[config.mk]
export PLATFORM = sky130hd
export DESIGN_NAME = ss_seq
export DESIGN_NICKNAME = d
export VERILOG_FILES = /design/src/rtl/ss_seq.sv
export SDC_FILE = /design/constraint.sdc
export NUM_CORES = 1
export LEC_CHECK = 0
export BUFFER_PORTS_ARGS = -buffer_cell sky130_fd_sc_hd__buf_2
export CAP_MARGIN = 20
export CORE_MARGIN = 2
export CORE_UTILIZATION = 55
export CTS_CLUSTER_DIAMETER = 100
export DETAILED_ROUTE_END_ITERATION = 16
export PLACE_DENSITY_LB_ADDON = 0.25
export SKIP_CTS_REPAIR_TIMING = 1
export SYNTH_ARGS = -nofsm -noshare
export SYNTH_HDL_FRONTEND = slang
export SYNTH_SLANG_ARGS = --single-unit
[constraint.sdc]
create_clock -name clk -period 2.4 [get_ports clk]
set_clock_uncertainty 0.1 [all_clocks]
set_input_delay 0.72 -clock clk [delete_from_list [all_inputs] [get_ports clk]]
set_output_delay 0.72 -clock clk [all_outputs]
set_load 0.02 [all_outputs]
[src/rtl/ss_seq.sv]
// Save-state sequencer: walks the mapper save-state register range. A save
// copies mapper registers into the state buffer; a load restores them. Mapper
// writes are held across a full m2 period, so the mapper's m2-falling write
// latch always sees a stable address and stable data.
module ss_seq #(
  parameter int unsigned SS_FIRST = 0,
  parameter int unsigned SS_LAST  = 127,
  parameter int unsigned SETTLE   = 2,
  parameter int unsigned TMO      = 4095
) (
  input  logic       clk,
  input  logic       rst_n,
  input  logic       start,
  input  logic       dir,
  input  logic       m2_fall,
  output logic       ss_act,
  output logic       ss_we,
  output logic [7:0] ss_addr,
  output logic [7:0] ss_wdat,
  input  logic [7:0] ss_rdat,
  output logic [7:0] buf_addr,
  output logic       buf_we,
  output logic [7:0] buf_wdat,
  output logic       buf_rd,
  input  logic       buf_rdy,
  input  logic [7:0] buf_rdat,
  output logic       busy,
  output logic       done,
  output logic       err
);

  // The timeout counter holds 0..TMO-1; reaching the last value with no
  // m2 fall is the abort condition.
  localparam int unsigned TMO_W = (TMO < 2) ? 1 : $clog2(TMO);
  localparam logic [TMO_W-1:0] TMO_LAST    = TMO_W'(TMO - 1);
  localparam logic [TMO_W-1:0] TMO_ZERO    = TMO_W'(0);
  localparam logic [TMO_W-1:0] TMO_ONE     = TMO_W'(1);
  localparam logic [7:0]       FIRST_A     = 8'(SS_FIRST);
  localparam logic [7:0]       LAST_A      = 8'(SS_LAST);
  localparam logic [3:0]       SETTLE_LAST = 4'(SETTLE - 1);

  typedef enum logic [3:0] {
    IDLE      = 4'd0,
    ARM       = 4'd1,
    S_SETTLE  = 4'd2,
    S_STORE   = 4'd3,
    L_FETCH   = 4'd4,
    L_PRESENT = 4'd5,
    L_LATCH   = 4'd6,
    NEXT      = 4'd7,
    FIN       = 4'd8
  } state_t;

  state_t           state_r,    state_s;
  logic             dir_r,      dir_s;
  logic             ss_act_r,   ss_act_s;
  logic             ss_we_r,    ss_we_s;
  logic [7:0]       ss_addr_r,  ss_addr_s;
  logic [7:0]       ss_wdat_r,  ss_wdat_s;
  logic [7:0]       buf_addr_r, buf_addr_s;
  logic             buf_we_r,   buf_we_s;
  logic [7:0]       buf_wdat_r, buf_wdat_s;
  logic             buf_rd_r,   buf_rd_s;
  logic             busy_r,     busy_s;
  logic             done_r,     done_s;
  logic             err_r,      err_s;
  logic [3:0]       settle_r,   settle_s;
  logic [TMO_W-1:0] tmo_r,      tmo_s;
  logic             tmo_hit_s;

  // Next-state and next-output logic; every output is registered below.
  always_comb begin
    state_s    = state_r;
    dir_s      = dir_r;
    ss_act_s   = ss_act_r;
    ss_we_s    = ss_we_r;
    ss_addr_s  = ss_addr_r;
    ss_wdat_s  = ss_wdat_r;
    buf_addr_s = buf_addr_r;
    buf_we_s   = 1'b0;
    buf_wdat_s = buf_wdat_r;
    buf_rd_s   = buf_rd_r;
    busy_s     = busy_r;
    done_s     = 1'b0;
    err_s      = err_r;
    settle_s   = settle_r;
    tmo_s      = tmo_r;
    tmo_hit_s  = (tmo_r == TMO_LAST);

    case (state_r)
      IDLE: begin
        if (start) begin
          dir_s      = dir;
          err_s      = 1'b0;
          busy_s     = 1'b1;
          ss_addr_s  = FIRST_A;
          buf_addr_s = 8'd0;
          tmo_s      = TMO_ZERO;
          state_s    = ARM;
        end else begin
          state_s    = IDLE;
        end
      end

      // Access only opens right after an m2 fall so a CPU write in flight
      // is never overlapped.
      ARM: begin
        if (m2_fall) begin
          ss_act_s = 1'b1;
          if (dir_r) begin
            buf_rd_s = 1'b1;
            state_s  = L_FETCH;
          end else begin
            settle_s = 4'd0;
            state_s  = S_SETTLE;
          end
        end else if (tmo_hit_s) begin
          err_s    = 1'b1;
          ss_we_s  = 1'b0;
          ss_act_s = 1'b0;
          busy_s   = 1'b0;
          buf_rd_s = 1'b0;
          state_s  = IDLE;
        end else begin
          tmo_s    = tmo_r + TMO_ONE;
        end
      end

      // Readback is sampled at the end of the last settle cycle and the
      // buffer write strobe is presented during S_STORE.
      S_SETTLE: begin
        if (settle_r == SETTLE_LAST) begin
          buf_we_s   = 1'b1;
          buf_wdat_s = ss_rdat;
          state_s    = S_STORE;
        end else begin
          settle_s   = settle_r + 4'd1;
        end
      end

      S_STORE: begin
        state_s = NEXT;
      end

      // An m2 fall in the same cycle as buf_rdy is deliberately not counted.
      L_FETCH: begin
        if (buf_rdy) begin
          buf_rd_s  = 1'b0;
          ss_wdat_s = buf_rdat;
          ss_we_s   = 1'b1;
          tmo_s     = TMO_ZERO;
          state_s   = L_PRESENT;
        end else begin
          state_s   = L_FETCH;
        end
      end

      // First m2 fall aligns ss_we to the start of a full m2 period.
      L_PRESENT: begin
        if (m2_fall) begin
          tmo_s   = TMO_ZERO;
          state_s = L_LATCH;
        end else if (tmo_hit_s) begin
          err_s    = 1'b1;
          ss_we_s  = 1'b0;
          ss_act_s = 1'b0;
          busy_s   = 1'b0;
          state_s  = IDLE;
        end else begin
          tmo_s    = tmo_r + TMO_ONE;
        end
      end

      // The mapper latches on this m2 fall; ss_we drops the cycle after.
      L_LATCH: begin
        if (m2_fall) begin
          ss_we_s = 1'b0;
          state_s = NEXT;
        end else if (tmo_hit_s) begin
          err_s    = 1'b1;
          ss_we_s  = 1'b0;
          ss_act_s = 1'b0;
          busy_s   = 1'b0;
          state_s  = IDLE;
        end else begin
          tmo_s    = tmo_r + TMO_ONE;
        end
      end

      // ">=" also ends an inverted range after its single access at
      // SS_FIRST and keeps the address from ever wrapping.
      NEXT: begin
        if (ss_addr_r >= LAST_A) begin
          ss_act_s   = 1'b0;
          busy_s     = 1'b0;
          done_s     = 1'b1;
          ss_addr_s  = FIRST_A;
          buf_addr_s = 8'd0;
          state_s    = FIN;
        end else begin
          ss_addr_s  = ss_addr_r + 8'd1;
          buf_addr_s = buf_addr_r + 8'd1;
          if (dir_r) begin
            buf_rd_s = 1'b1;
            state_s  = L_FETCH;
          end else begin
            settle_s = 4'd0;
            state_s  = S_SETTLE;
          end
        end
      end

      FIN: begin
        state_s = IDLE;
      end

      default: begin
        ss_act_s = 1'b0;
        ss_we_s  = 1'b0;
        buf_rd_s = 1'b0;
        busy_s   = 1'b0;
        state_s  = IDLE;
      end
    endcase
  end

  // State and output registers; reset drops every strobe immediately.
  always_ff @(posedge clk or negedge rst_n) begin
    if (!rst_n) begin
      state_r    <= IDLE;
      dir_r      <= 1'b0;
      ss_act_r   <= 1'b0;
      ss_we_r    <= 1'b0;
      ss_addr_r  <= FIRST_A;
      ss_wdat_r  <= 8'd0;
      buf_addr_r <= 8'd0;
      buf_we_r   <= 1'b0;
      buf_wdat_r <= 8'd0;
      buf_rd_r   <= 1'b0;
      busy_r     <= 1'b0;
      done_r     <= 1'b0;
      err_r      <= 1'b0;
      settle_r   <= 4'd0;
      tmo_r      <= TMO_ZERO;
    end else begin
      state_r    <= state_s;
      dir_r      <= dir_s;
      ss_act_r   <= ss_act_s;
      ss_we_r    <= ss_we_s;
      ss_addr_r  <= ss_addr_s;
      ss_wdat_r  <= ss_wdat_s;
      buf_addr_r <= buf_addr_s;
      buf_we_r   <= buf_we_s;
      buf_wdat_r <= buf_wdat_s;
      buf_rd_r   <= buf_rd_s;
      busy_r     <= busy_s;
      done_r     <= done_s;
      err_r      <= err_s;
      settle_r   <= settle_s;
      tmo_r      <= tmo_s;
    end
  end

  assign ss_act   = ss_act_r;
  assign ss_we    = ss_we_r;
  assign ss_addr  = ss_addr_r;
  assign ss_wdat  = ss_wdat_r;
  assign buf_addr = buf_addr_r;
  assign buf_we   = buf_we_r;
  assign buf_wdat = buf_wdat_r;
  assign buf_rd   = buf_rd_r;
  assign busy     = busy_r;
  assign done     = done_r;
  assign err      = err_r;

endmodule

**Yosys cells after proc, flatten, opt, wreduce, memory -nomap -nowiden**

Cells that the tools add are included.

- Bits in registers: 60
- Bits of input ports: 22
- Output and inout bits: 39

- Add/sub/neg operators: 4
- Magnitude comparators: 1
- Equal/unequal tests: 23
- Muxes and demuxes: 53
- Bitwise operators: 4
- Reductions and logical operators: 24

Operator list:

| operator | count |
|---|---|
| two-way mux 12 bit | 5 |
| one-hot mux 12 bit (4 select lines) | 1 |
| two-way mux 4 bit | 10 |
| one-hot mux 4 bit (8 select lines) | 1 |
| one-hot mux 8 bit (2 select lines) | 2 |
| two-way mux 1 bit | 24 |
| two-way mux 8 bit | 3 |
| inequality test 2 bit (second input constant) | 11 |
| adder 8 x 1 -> 8 bit (second input constant) | 2 |
| equality test 4 x 3 -> 1 bit (second input constant) | 4 |
| one-hot mux 1 bit (4 select lines) | 4 |
| AND reduction 4 bit | 4 |
| adder 12 x 1 -> 12 bit (second input constant) | 1 |
| equality test 12 bit (second input constant) | 1 |
| one-hot mux 4 bit (3 select lines) | 1 |
| OR reduction 5 bit | 2 |
| equality test 4 x 1 -> 1 bit (second input constant) | 2 |
| equality test 4 x 2 -> 1 bit (second input constant) | 2 |
| >= comparator 8 x 7 -> 1 bit (second input constant) | 1 |
| AND reduction 2 bit | 4 |
| AND reduction 3 bit | 2 |
| OR reduction 2 bit | 3 |
| OR reduction 6 bit | 1 |
| AND reduction 5 bit | 1 |
| other kinds (13) | 17 |

**Logic depth before layout (Yosys ltp)**

Gate-level depths: netlist of the first run.

- Depth after elaboration: 4
- Mapped depth: 9

**Worst setup path after synthesis of the first run**

No wires, ideal clock.

- Path kind: reg-to-reg
- From: register ss_addr_r[0], in the netlist ss_addr[0]
- To: register buf_addr_r[5], in the netlist buf_addr[5]
- Setup time: 137 ps
- Arrival: 1,644 ps
- Required time: 2,163 ps
- Slack: 519 ps
- Cell stages (with the launch flop): 8
- Buffers on the path: 1
- Clock period less this slack: 1,881 ps
- Cell sequence: dfrtp_1 -> ha_1 -> nand3_1 -> o211ai_1 -> buf_2 -> nor2_1 -> o21ai_0 -> o21ai_0

- Word-level cells in the longest chain between the ends: 3

Ends and longest elaborated chain:

| what | line | RTL |
|---|---|---|
| start, declared | 58 | `logic [7:0] ss_addr_r, ss_addr_s;` |
| start signal, assigned | 250 | `ss_addr_r <= ss_addr_s;` |
| >= comparator 8 x 7 -> 1 bit | 193 | `if (ss_addr_r >= LAST_A) begin` |
| two-way mux 8 bit | 193 |  |
| one-hot mux 8 bit (2 select lines) | 90 | `case (state_r)` |
| end signal, assigned | 252 | `buf_addr_r <= buf_addr_s;` |
| end, declared | 60 | `logic [7:0] buf_addr_r, buf_addr_s;` |

No other way between the ends.
A chain may end at the register's enable or synchronous reset.

**Final worst setup path of the first run**

- From: register state_r[1]
- To: register tmo_r[9]

- Word-level cells in the longest chain between the ends: 4

Ends and longest elaborated chain:

| what | line | RTL |
|---|---|---|
| start, declared | 54 | `state_t state_r, state_s;` |
| start signal, assigned | 246 | `state_r <= state_s;` |
| equality test 4 x 3 -> 1 bit or equality test 4 x 1 -> 1 bit (tied branches) | 90 |  |
| OR reduction 2 bit (no source line) | - |  |
| inequality test 2 bit (no source line) or nonzero test 4 bit (tied branches) | - |  |
| AND reduction 4 bit (no source line) | - |  |
| end signal, assigned | 260 | `tmo_r <= tmo_s;` |
| end, declared | 68 | `logic [TMO_W-1:0] tmo_r, tmo_s;` |

Several ways; a longest one is shown, not always the timed one.

==> flow_summary.rst, run 1 <==
.. list-table::
   :header-rows: 1

   * - Metric
     - Value
   * - Ratio of routed vias to standard cells
     - 5.76
   * - CP Data Required Time
     - 2.52 ns
   * - Number of levels the H-tree was split into
     - 3
   * - Clk sinks
     - 60
   * - Layout cell share with drive strength beyond 1
     - 0.260
   * - Worst Path Class, Setup
     - reg -> reg
   * - Placeable Area
     - 5540 um2
   * - Proportion of power drawn by combinational gates
     - 0.450
   * - Clock tree from TritonCTS
     - done
   * - Combined area of all synthesized cells
     - approximately 3200 um2
   * - DRT iter0 DRCs
     - 239
   * - Detailed-routing iteration count for the pre-antenna-repair pass
     - 4
   * - Horizontal die dimension
     - 80.0 um
   * - Flop pwr share
     - 0.349
   * - Number of nets in the finished design
     - 438
   * - Measured slew at the worst slew-check pin
     - 0.609 ns
   * - Post-route antenna net violation count
     - 0
   * - Synth Area per Inst
     - 9.35 um2
   * - Share of synthesized area spent on multiplexers
     - 0.0319
   * - Critical Path Sink Type
     - register
   * - Outcome
     - complete, no violations
   * - Residual DRC count
     - 0
   * - Minimum hold slack
     - 0.275 ns
   * - Fraction of the mapped netlist area in simple logic gates
     - 0.215
   * - Final routed wire length divided by cell count
     - 14.4 um
   * - Antenna diode count
     - 0
   * - Delay contributed by the slowest stage of the critical path
     - ~0.73 ns
   * - Total power divided by cell area
     - about 1200 nW/um2
   * - FILL cells
     - 452
   * - Cell leakage power
     - 1.88 nW
   * - Cell chain of the critical path
     - nor2_1, a31oi_1, nand3b_1, a21o_1, a22o_1
   * - Final Max Slew Viols
     - 0
   * - Worst setup SP type
     - register
   * - Total number of placement rows
     - 27
   * - Clock slew seen by the registers of the worst setup and hold paths
     - 0.07 ns
   * - Leftover overflow at the end of global routing
     - 0
   * - Crit-path max FO
     - 17
   * - Worst ir drop on vdd
     - 0.638 mV
   * - Fraction of power spent switching nets
     - 0.415
   * - Post-route clock period utilization
     - 0.924
   * - Overall via count from detail_route
     - 2805
   * - CP delay by family, top
     - flip-flops
   * - Compound-Gate Fraction of Synth Area
     - 0.202
   * - Ys flop type
     - sky130_fd_sc_hd__dfrtp_1
   * - Cts bufs inserted
     - 9
   * - Fin crit period
     - 2.22 ns
   * - Dominant combinational cell family by area after synthesis
     - simple AND/OR/NAND/NOR gates
   * - Starting density of the core
     - 0.574
   * - Setup Total Neg Slack
     - 0 ns
   * - XOR/XNOR Fraction of Synth Area
     - 0.00275
   * - Initial antenna violation count
     - 0
   * - Met1 WL
     - 3.17 mm
   * - Critical path arrival
     - 2.34 ns
   * - Setup repair after global routing missed its margin
     - no
   * - Synthesized-area fraction occupied by adder cells
     - 0.0236
   * - Synthesized netlist cell count
     - 340
   * - Placer's final routability congestion estimate
     - 0.896
   * - Share of synthesized registers carrying an async set or reset
     - 1.00
   * - Post-synthesis sequential area ratio
     - 0.472
   * - Buffers from clock root to sink, at most
     - 2
   * - Number of maximum-capacitance violations
     - 0
   * - Final-report setup violation count
     - 0
   * - Cell at the root of the clock tree
     - sky130_fd_sc_hd__clkbuf_8
   * - Count of flip-flops with a built-in enable after synthesis
     - 0
   * - Area Growth Syn to Fin
     - 19.0%
   * - Internal Power
     - around 2.6 mW
   * - Warnings, synthesis
     - 0
   * - First-pass GRT wire length
     - ~12 mm
   * - Count of unique library cells instantiated by Yosys
     - 53
   * - HP Class
     - in -> async
   * - Detailed placer's ending HPWL
     - 4.95 mm
   * - Worst skew pair latency
     - 0.34 ns
   * - Detailed route wirelength on metal3
     - about 480 um
   * - Count of buffers from port buffering
     - 60
   * - Post-Synthesis Net Count
     - 368
   * - Highest metal layer with signal wires
     - met4
   * - Chip Height
     - 80.0 um
   * - DRT Wirelength
     - around 7 mm
   * - Switching power
     - 1.86 mW
   * - Met2 wirelength from detailed routing
     - around 3.2 mm
   * - Number of global-route vias before repair
     - 2509
   * - Proportion of power drawn by the clock network
     - 0.201
   * - Register bit total from synthesis
     - 60
   * - Highest clock frequency the design can meet
     - 0.451 GHz
   * - Global-route total usage across every layer
     - 0.239
   * - Final number of hold-violating endpoints
     - 0
   * - Relative slew slack
     - 0.594
   * - Die outline area
     - 6410 um2
   * - Number of primary I/O pins
     - 61
   * - Layout Utilization
     - 0.683
   * - Slowest stage cell on the critical path
     - sky130_fd_sc_hd__dfrtp_1
   * - Largest net degree at the start of global routing
     - 61
   * - Buf+Inv Stages, Crit Path
     - 0
-- flip-flops by register name, indices dropped and copies added (netlist names), 4 cells and up --
register  count
settle_r      4
ss_addr       8
ss_wdat       8
tmo_r        12
state_r       4
buf_addr      8
buf_wdat      8
-- stage by stage --
stage / worst slack (ns) / instance area [um2] / power [mW] / cells
6_report: 0.182 / 3780 / 4.47 / 487
5_1_grt: 0.0517 / 3780 / 4.79 / 487
4_1_cts: 0.221 / 3780 / 4.49 / 487
3_5_place_dp: 0.112 / 3590 / 3.58 / 471
3_3_place_gp: 0.152 / 3590 / 3.51 / 471
2_1_floorplan: 0.519 / 3180 / 3.00 / 340
-- power groups by stage --
stage | registers [mW] | clock network (mW) | logic [mW]
CTS | 1.55 | 0.913 | 2.02
finish | 1.56 | 0.899 | 2.01
floorplan | 1.75 | 0 | 1.25
global placement | 1.56 | 0 | 1.96
detailed placement | 1.57 | 0 | 2.01
global route | 1.60 | 0.967 | 2.23
-- layout by cell type (no fill, tap or decap), drive strengths merged, types with 2 or more instances in the layout --
master | synthesis | routed
buf | 15 | 76
dfrtp | 60 | 60
o21ai | 48 | 48
nand2 | 47 | 47
nor2 | 22 | 22
a21oi | 19 | 19
nand3 | 15 | 15
inv | 13 | 13
clkbuf | 2 | 12
and3 | 11 | 11
mux2 | 9 | 9
a31oi | 8 | 8
nand4 | 8 | 8
nand2b | 6 | 6
or3 | 6 | 6
ha | 6 | 6
a21o | 5 | 5
a22o | 4 | 4
clkinv | 1 | 4
o21a | 3 | 3
and2 | 3 | 3
o31ai | 3 | 3
a21boi | 3 | 3
nand3b | 2 | 2
nor2b | 2 | 2
-- kinds of logic after synthesis --
group           after synthesis
simple gates                128
fa+ha+maj                     6
compound gates              105
xor+xnor                      1
buf+inv                      31
flops                        60
mux                           9
-- synthesized netlist by cell type (all sizes together), types with 2 or more instances --
cell type | number | share of area
dfrtp | 60 | 0.47
o21ai | 48 | 0.076
nand2 | 47 | 0.055
nor2 | 22 | 0.026
a21oi | 19 | 0.030
buf | 15 | 0.033
nand3 | 15 | 0.028
inv | 13 | 0.015
and3 | 11 | 0.022
mux2 | 9 | 0.032
a31oi | 8 | 0.016
nand4 | 8 | 0.018
ha | 6 | 0.024
nand2b | 6 | 0.012
or3 | 6 | 0.012
a21o | 5 | 0.012
a22o | 4 | 0.011
a21boi | 3 | 0.0071
and2 | 3 | 0.0059
o21a | 3 | 0.0071
o31ai | 3 | 0.0071
clkbuf | 2 | 0.0024
nand3b | 2 | 0.0087
nor2b | 2 | 0.0063
-- area by class of cell --
| type | count | area (um2) | share of cell area |
|---|---|---|---|
| Tap cell | 72 | 90.1 | 0.0238 |
| Timing Repair Buffer | 76 | 433 | 0.114 |
| Clock buffer | 12 | 145 | 0.0384 |
| Clock inverter | 4 | 48.8 | 0.0129 |
| Inverter | 14 | 52.6 | 0.0139 |
| Multi-Input combinational cell | 249 | 1510 | 0.400 |
| Sequential cell | 60 | 1500 | 0.397 |
-- metal layers --
metal,global-route usage,up-vias
li1,-,1365
met1,0.333,1321
met2,0.359,108
met3,0.0554,11
met4,0.103,0
met5,0,-
-- path summary, 6_finish.rpt --
path	start	to	slack [ns]	depth (start not counted)
worst max register to register	state_r[1]	tmo_r[9]	0.18	5
min in group clk	buf_wdat[4]	buf_wdat[4]	0.37	2
worst min register to register	buf_wdat[4]	buf_wdat[4]	0.37	2
worst min-delay path	rst_n	buf_addr[6]	0.28	2
worst max-delay path	state_r[1]	tmo_r[9]	0.18	5
max in group asynchronous	rst_n	tmo_r[11]	1.67	2
(Power assumes the default switching activity.)
==> run 2: changes to the inputs <==
Settings changed: CORE_UTILIZATION 55 to 40.
==> run 2 against run 1 <==
Via count decreased by 1.7%; die area increased by 35%; first-iteration DRC count decreased by 36%; sequential share of layout area decreased by 0.36 points; setup slack improved by 0.12 ns; clock-buffer cell count decreased by 1; highest routed layer unchanged; cell area increased by 0.93%.
==> flow_summary.rst, run 2 (synthesis results as in run 1) <==
.. list-table::
   :header-rows: 1

   * - Metric
     - Value
   * - Outcome
     - complete, no violations
   * - Initial antenna violation count
     - 0 (unchanged)
   * - Crit-path max FO
     - 16 (-1)
   * - Top library cells by usage in the layout, fill and taps aside
     - sky130_fd_sc_hd__dfrtp_1, sky130_fd_sc_hd__buf_2, sky130_fd_sc_hd__nand2_1
   * - Count of buffers from port buffering
     - 60 (unchanged)
   * - Fin crit period
     - 2.09 ns (-0.124 ns)
   * - Residual DRC count
     - 0 (unchanged)
   * - Area Growth Syn to Fin
     - 20.1%
   * - Antenna diode count
     - 0 (unchanged)
   * - Largest net degree at the start of global routing
     - 61 (unchanged)
   * - Die outline area
     - 8680 um2 (+35%)
   * - Layout cell share with drive strength beyond 1
     - 0.262 (+0.00178)
   * - Horizontal die dimension
     - 93.2 um (+16%)
   * - Cts bufs inserted
     - 9 (unchanged)
   * - Final-report setup violation count
     - 0 (unchanged)
   * - Number of levels the H-tree was split into
     - 3 (unchanged)
   * - Number of nets in the finished design
     - 439 (+0.23%)
   * - Final routed wire length divided by cell count
     - 13.6 um (-5.2%)
   * - Cell seen most often among critical-path stages
     - sky130_fd_sc_hd__nor2_1
   * - Measured slew at the worst slew-check pin
     - 0.949 ns (+0.340 ns)
   * - HP Class
     - in -> async
   * - Cell at the root of the clock tree
     - sky130_fd_sc_hd__clkbuf_8
   * - Worst skew pair latency
     - 0.34 ns (about the same)
   * - Placeable Area
     - 7730 um2 (+39%)
   * - Worst-case reg-to-reg path depth
     - 5 (unchanged)
   * - Worst ir drop on vdd
     - 0.559 mV (-12%)
   * - DRT Wirelength
     - 7.07 mm (+0.84%)
   * - Final Max Slew Viols
     - 0 (unchanged)
   * - Global-route total usage across every layer
     - 0.176 (-0.0638)
   * - FILL cells
     - 744 (+65%)
   * - Relative slew slack
     - 0.365 (-0.229)
   * - Clock tree from TritonCTS
     - done
   * - Switching power
     - 1.85 mW (-0.45%)
   * - Critical path arrival
     - 2.24 ns (-0.10 ns)
   * - Cell chain of the critical path
     - nor2_1, and3_1, nor2_1, o21ai_0, o31ai_1
   * - Clock slew seen by the registers of the worst setup and hold paths
     - 0.07 ns (about the same)
   * - CP Data Required Time
     - 2.55 ns (+0.03 ns)
   * - Critical Path Sink Type
     - register
   * - Starting density of the core
     - 0.412 (-0.162)
   * - Highest clock frequency the design can meet
     - 0.478 GHz (+5.9%)
   * - Number of primary I/O pins
     - 61 (unchanged)
   * - Finished layout cell area
     - 3820 um2 (+0.93%)
   * - Inst Count DP
     - 502 (+6.6%)
   * - Total cell area at the placement stage
     - 3630 um2 (+1.3%)
   * - Detailed placer's ending HPWL
     - 4.88 mm (-1.5%)
   * - Cell leakage power
     - 1.88 nW (about the same)
   * - Delay contributed by the slowest stage of the critical path
     - 0.72 ns (about the same)
   * - Worst Path Class, Setup
     - reg -> reg
   * - Post-route antenna net violation count
     - 0 (unchanged)
   * - Ratio of routed vias to standard cells
     - 5.32 (-7.6%)
   * - Post-route clock period utilization
     - 0.872 (-0.0518)
   * - Leftover overflow at the end of global routing
     - 0 (unchanged)
   * - Layout Utilization
     - 0.494 (-0.189)
   * - Slowest stage cell on the critical path
     - sky130_fd_sc_hd__nor2_1
   * - First-pass GRT wire length
     - 12.1 mm (+2.2%)
   * - Buffers from clock root to sink, at most
     - 2 (unchanged)
   * - Total power divided by cell area
     - 1170 nW/um2 (-1.4%)
   * - Overall via count from detail_route
     - 2758 (-1.7%)
   * - Internal Power
     - 2.60 mW (-0.43%)
   * - Placer's final routability congestion estimate
     - 0.889 (-0.87%)
   * - Setup Total Neg Slack
     - 0 ns (unchanged)
   * - Clk sinks
     - 60 (unchanged)
   * - Count of placed standard cells in the final layout, fillers left out
     - 518 (+6.4%)
   * - Reg with most FFs
     - tmo_r
   * - Fraction of power spent switching nets
     - 0.415 (about the same)
   * - Worst setup SP type
     - register
   * - DRT iter0 DRCs
     - 153 (-36%)
   * - Detailed-routing iteration count for the pre-antenna-repair pass
     - 4 (unchanged)
   * - Flop pwr share
     - 0.349 (about the same)
   * - Setup repair after global routing missed its margin
     - no
   * - Proportion of power drawn by the clock network
     - 0.194 (-0.007)
   * - Proportion of power drawn by combinational gates
     - 0.457 (+0.007)
   * - Total number of placement rows
     - 32 (+19%)
   * - Number of maximum-capacitance violations
     - 0 (unchanged)
   * - Number of global-route vias before repair
     - 2589 (+3.2%)
   * - Final number of hold-violating endpoints
     - 0 (unchanged)
   * - Chip Height
     - 93.2 um (+16%)
   * - Number of flip-flops in the largest register
     - 12 (unchanged)
## run 2: cell types whose count changed in the layout (fill, tap and decap cells not counted)
cell / delta
sky130_fd_sc_hd__buf_4: +1
sky130_fd_sc_hd__clkinv_2: +1
sky130_fd_sc_hd__clkbuf_8: -1
sky130_fd_sc_hd__clkinv_4: -1
sky130_fd_sc_hd__clkinvlp_4: +1
## run 2: critical path, delay by kind of cell, from the launching register on
family	cells	cell delay (ns)
compound gates	2	0.31
flops	1	0.55
simple gates	3	1.04
## run 2: metrics by stage
stage	power [mW]	hold slack, ns	setup slack, ns
floorplan	3.00	0.324	0.519
global placement	3.58	0.352	0.186
detailed placement	3.61	0.357	0.157
CTS	4.50	0.284	0.312
global route	4.82	0.303	0.0937
finish	4.45	0.278	0.306
## run 2: layout make-up
cell class	instances	area, um2	area share
Tap cell	102	128	0.0334
Timing Repair Buffer	77	440	0.115
Multi-Input combinational cell	249	1510	0.396
Inverter	14	52.6	0.0138
Sequential cell	60	1500	0.393
Clock inverter	5	52.6	0.0138
Clock buffer	11	131	0.0344
## run 2: per-layer routing
metal / track usage / routed length [um] / up-vias / part of all wire
met2: 0.275 / 3290 / 77 / 0.47
li1: - / - / 1360 / -
met5: 0 / 0 / - / 0
met3: 0.0467 / 372 / 6 / 0.053
met1: 0.240 / 3330 / 1315 / 0.47
met4: 0.0515 / 78 / 0 / 0.011
## run 2: worst paths after layout
kind,from,endpoint,slack (ns)
worst max-delay path,state_r[1],ss_addr[4],0.31
worst min-delay path,rst_n,buf_addr[3],0.28
worst max register to register,state_r[1],ss_addr[4],0.31
worst min register to register,buf_wdat[7],buf_wdat[7],0.37
max in group asynchronous,rst_n,tmo_r[3],1.65
min in group clk,buf_wdat[7],buf_wdat[7],0.37
## run 2: power groups by stage
stage,Combinational (mW),Sequential (mW),Clock [mW]
final,2.03,1.55,0.866
after global routing,2.28,1.60,0.939
after CTS,2.05,1.55,0.897
after detailed placement,2.04,1.57,0
after global placement,2.02,1.56,0
after floorplan,1.25,1.75,0
==> run 3: changes to the inputs <==
Settings changed: CTS_BUF_LIST set to sky130_fd_sc_hd__clkbuf_2 sky130_fd_sc_hd__clkbuf_4 sky130_fd_sc_hd__clkbuf_8, CTS_CLUSTER_DIAMETER 100 to not set, PLACE_DENSITY_LB_ADDON 0.25 to not set.
==> run 3 against run 2 <==
Utilization grew 0.34 points; sequential share of layout area shrank 0.27 points; clock power grew 5.1%; cell area grew 0.69%.
==> flow_summary.rst, run 3 (synthesis results as in run 1) <==
.. list-table::
   :header-rows: 1

   * - Metric
     - Value
   * - Outcome
     - complete, no violations
   * - Detailed placer's ending HPWL
     - 4.94 mm (+1.3%)
   * - Setup repair after global routing missed its margin
     - no
   * - Inst Count DP
     - 503 (+0.20%)
   * - DRT iter0 DRCs
     - 182 (+19%)
   * - Fin crit period
     - 2.05 ns (-0.0480 ns)
   * - Cell leakage power
     - 1.88 nW (+0.44%)
   * - Cts bufs inserted
     - 9 (unchanged)
   * - Met2 wirelength from detailed routing
     - 3.29 mm (+0.15%)
   * - Internal Power
     - 2.62 mW (+0.70%)
   * - Met1 WL
     - 3.40 mm (+2.1%)
   * - Measured slew at the worst slew-check pin
     - 0.584 ns (-0.365 ns)
   * - Worst setup SP type
     - register
   * - Stages on worst setup path
     - 5 (unchanged)
   * - Clk sinks
     - 60 (unchanged)
   * - Crit-path max FO
     - 15 (-1)
   * - Number of flip-flops in the largest register
     - 12 (unchanged)
   * - Top library cells by usage in the layout, fill and taps aside
     - sky130_fd_sc_hd__dfrtp_1, sky130_fd_sc_hd__buf_2, sky130_fd_sc_hd__nand2_1
   * - Highest metal layer with signal wires
     - met4
   * - Crit Reg-Reg Endpoint
     - tmo_r[4]
   * - Slowest stage cell on the critical path
     - sky130_fd_sc_hd__dfrtp_1
   * - Worst Path Class, Setup
     - reg -> reg
   * - Number of global-route vias before repair
     - 2621 (+1.2%)
   * - Initial antenna violation count
     - 0 (unchanged)
   * - Number of primary I/O pins
     - 61 (unchanged)
   * - Leftover overflow at the end of global routing
     - 0 (unchanged)
   * - Overall via count from detail_route
     - 2744 (-0.51%)
   * - Horizontal die dimension
     - 93.2 um (unchanged)
   * - Post-route clock period utilization
     - 0.852 (-0.0200)
   * - Clock tree from TritonCTS
     - done
   * - Reg with most FFs
     - tmo_r
   * - Layout Utilization
     - 0.498 (+0.00340)
   * - Total power divided by cell area
     - 1170 nW/um2 (+0.47%)
   * - DRT Wirelength
     - 7.12 mm (+0.84%)
   * - Setup Total Neg Slack
     - 0 ns (unchanged)
   * - Cell chain of the critical path
     - buf_4, nand3b_4, a211o_1, or3_1, o21ai_0
   * - Relative slew slack
     - 0.605 (+0.241)
   * - Final Total Pwr
     - 4.50 mW (+1.2%)
   * - First-pass GRT wire length
     - 12.6 mm (+4.3%)
   * - Critical Path Sink Type
     - register
   * - Detailed-routing iteration count for the pre-antenna-repair pass
     - 4 (unchanged)
   * - Total number of placement rows
     - 32 (unchanged)
   * - Flop pwr share
     - 0.343 (-0.006)
   * - Fraction of power spent switching nets
     - 0.418 (+0.00267)
   * - Largest net degree at the start of global routing
     - 61 (unchanged)
   * - Post-route antenna net violation count
     - 0 (unchanged)
   * - Number of levels the H-tree was split into
     - 3 (unchanged)
   * - Starting density of the core
     - 0.412 (unchanged)
   * - Number of maximum-capacitance violations
     - 0 (unchanged)
   * - Placer's final routability congestion estimate
     - 0.853 (-4.0%)
   * - Antenna diode count
     - 0 (unchanged)
   * - Final routed wire length divided by cell count
     - 13.7 um (+0.64%)
   * - Critical path launch point
     - state_r[2]
   * - Chip Height
     - 93.2 um (unchanged)
   * - Count of placed standard cells in the final layout, fillers left out
     - 519 (+0.19%)
   * - CP Data Required Time
     - 2.56 ns (about the same)
   * - Worst-case reg-to-reg path depth
     - 5 (unchanged)
   * - Worst skew pair latency
     - 0.34 ns (about the same)
   * - Delay contributed by the slowest stage of the critical path
     - 0.64 ns (-0.08 ns)
   * - Worst ir drop on vdd
     - 0.569 mV (+1.9%)
   * - Highest clock frequency the design can meet
     - 0.489 GHz (+2.3%)
   * - HP Class
     - in -> async
   * - Buffers from clock root to sink, at most
     - 2 (unchanged)
   * - Critical path arrival
     - 2.20 ns (-0.04 ns)
   * - Placeable Area
     - 7730 um2 (unchanged)
   * - Switching power
     - 1.88 mW (+1.8%)
   * - Number of nets in the finished design
     - 440 (+0.23%)
   * - Buf+Inv Stages, Crit Path
     - 1 (+1)
   * - Capturing element of the worst setup path
     - tmo_r[4]
   * - Detailed route wirelength on metal3
     - 352 um (-5.4%)
   * - Final-report setup violation count
     - 0 (unchanged)
   * - Count of buffers from port buffering
     - 60 (unchanged)
   * - Global-route total usage across every layer
     - 0.183 (+0.00712)
   * - Proportion of power drawn by combinational gates
     - 0.455 (-0.002)
   * - Residual DRC count
     - 0 (unchanged)
   * - Area Growth Syn to Fin
     - 20.9%
   * - Die outline area
     - 8680 um2 (unchanged)
   * - Internal reg-to-reg setup slack
     - 0.35 ns (+0.05 ns)
   * - Final Max Slew Viols
     - 0 (unchanged)
   * - Layout cell share with drive strength beyond 1
     - 0.271 (+0.00896)
   * - Clock slew seen by the registers of the worst setup and hold paths
     - 0.08 ns (about the same)
   * - Proportion of power drawn by the clock network
     - 0.202 (+0.008)
   * - CP delay by family, top
     - flip-flops
   * - Final number of hold-violating endpoints
     - 0 (unchanged)
   * - Cell at the root of the clock tree
     - sky130_fd_sc_hd__clkbuf_8
   * - Ratio of routed vias to standard cells
     - 5.29 (-0.70%)
   * - RR Startpoint
     - state_r[2]
[run 3: power groups by stage]
stage          logic, mW  registers [mW]  clock network (mW)
2_1_floorplan       1.25            1.75                   0
3_3_place_gp        2.03            1.55                   0
3_5_place_dp        2.05            1.56                   0
4_1_cts             2.06            1.55               0.939
5_1_grt             2.30            1.59               0.997
6_report            2.05            1.54               0.910
[run 3: worst min path at each step]
stage / from / to / slack [ns]
2_1_floorplan: rst_n / buf_addr[0] / 0.32
3_3_place_gp: buf_wdat[3] / buf_wdat[3] / 0.35
3_5_place_dp: buf_wdat[1] / buf_wdat[1] / 0.36
4_1_cts: rst_n / buf_addr[2] / 0.28
5_1_grt: rst_n / buf_addr[4] / 0.30
6_report: rst_n / buf_addr[2] / 0.27
[run 3: stage by stage]
stage	hold slack, ns	worst slack (ns)	area, um2
after floorplan	0.324	0.519	3180
after global placement	0.352	0.171	3640
after detailed placement	0.362	0.163	3640
after CTS	0.282	0.182	3840
after global routing	0.295	0.183	3840
final	0.274	0.354	3840
[run 3: routing by layer]
metal | GRT usage | up-vias
li1 | - | 1364
met1 | 0.248 | 1303
met2 | 0.292 | 68
met3 | 0.0451 | 9
met4 | 0.0515 | 0
met5 | 0 | -
[run 3: worst register-to-register path: cells and delay by family, from the launching register on]
family          cells  cell delay (ns)
flops               1             0.64
compound gates      2             0.50
simple gates        2             0.49
buf+inv             1             0.24
[run 3: final cells by class]
cell class / count / area (um2)
sequential: 60 / 1500
inverter: 14 / 52.6
multi-input combinational: 249 / 1520
tap: 102 / 128
timing repair buffer: 78 / 448
fill: 742 / 3880
clock inverter: 7 / 76.3
clock buffer: 9 / 124
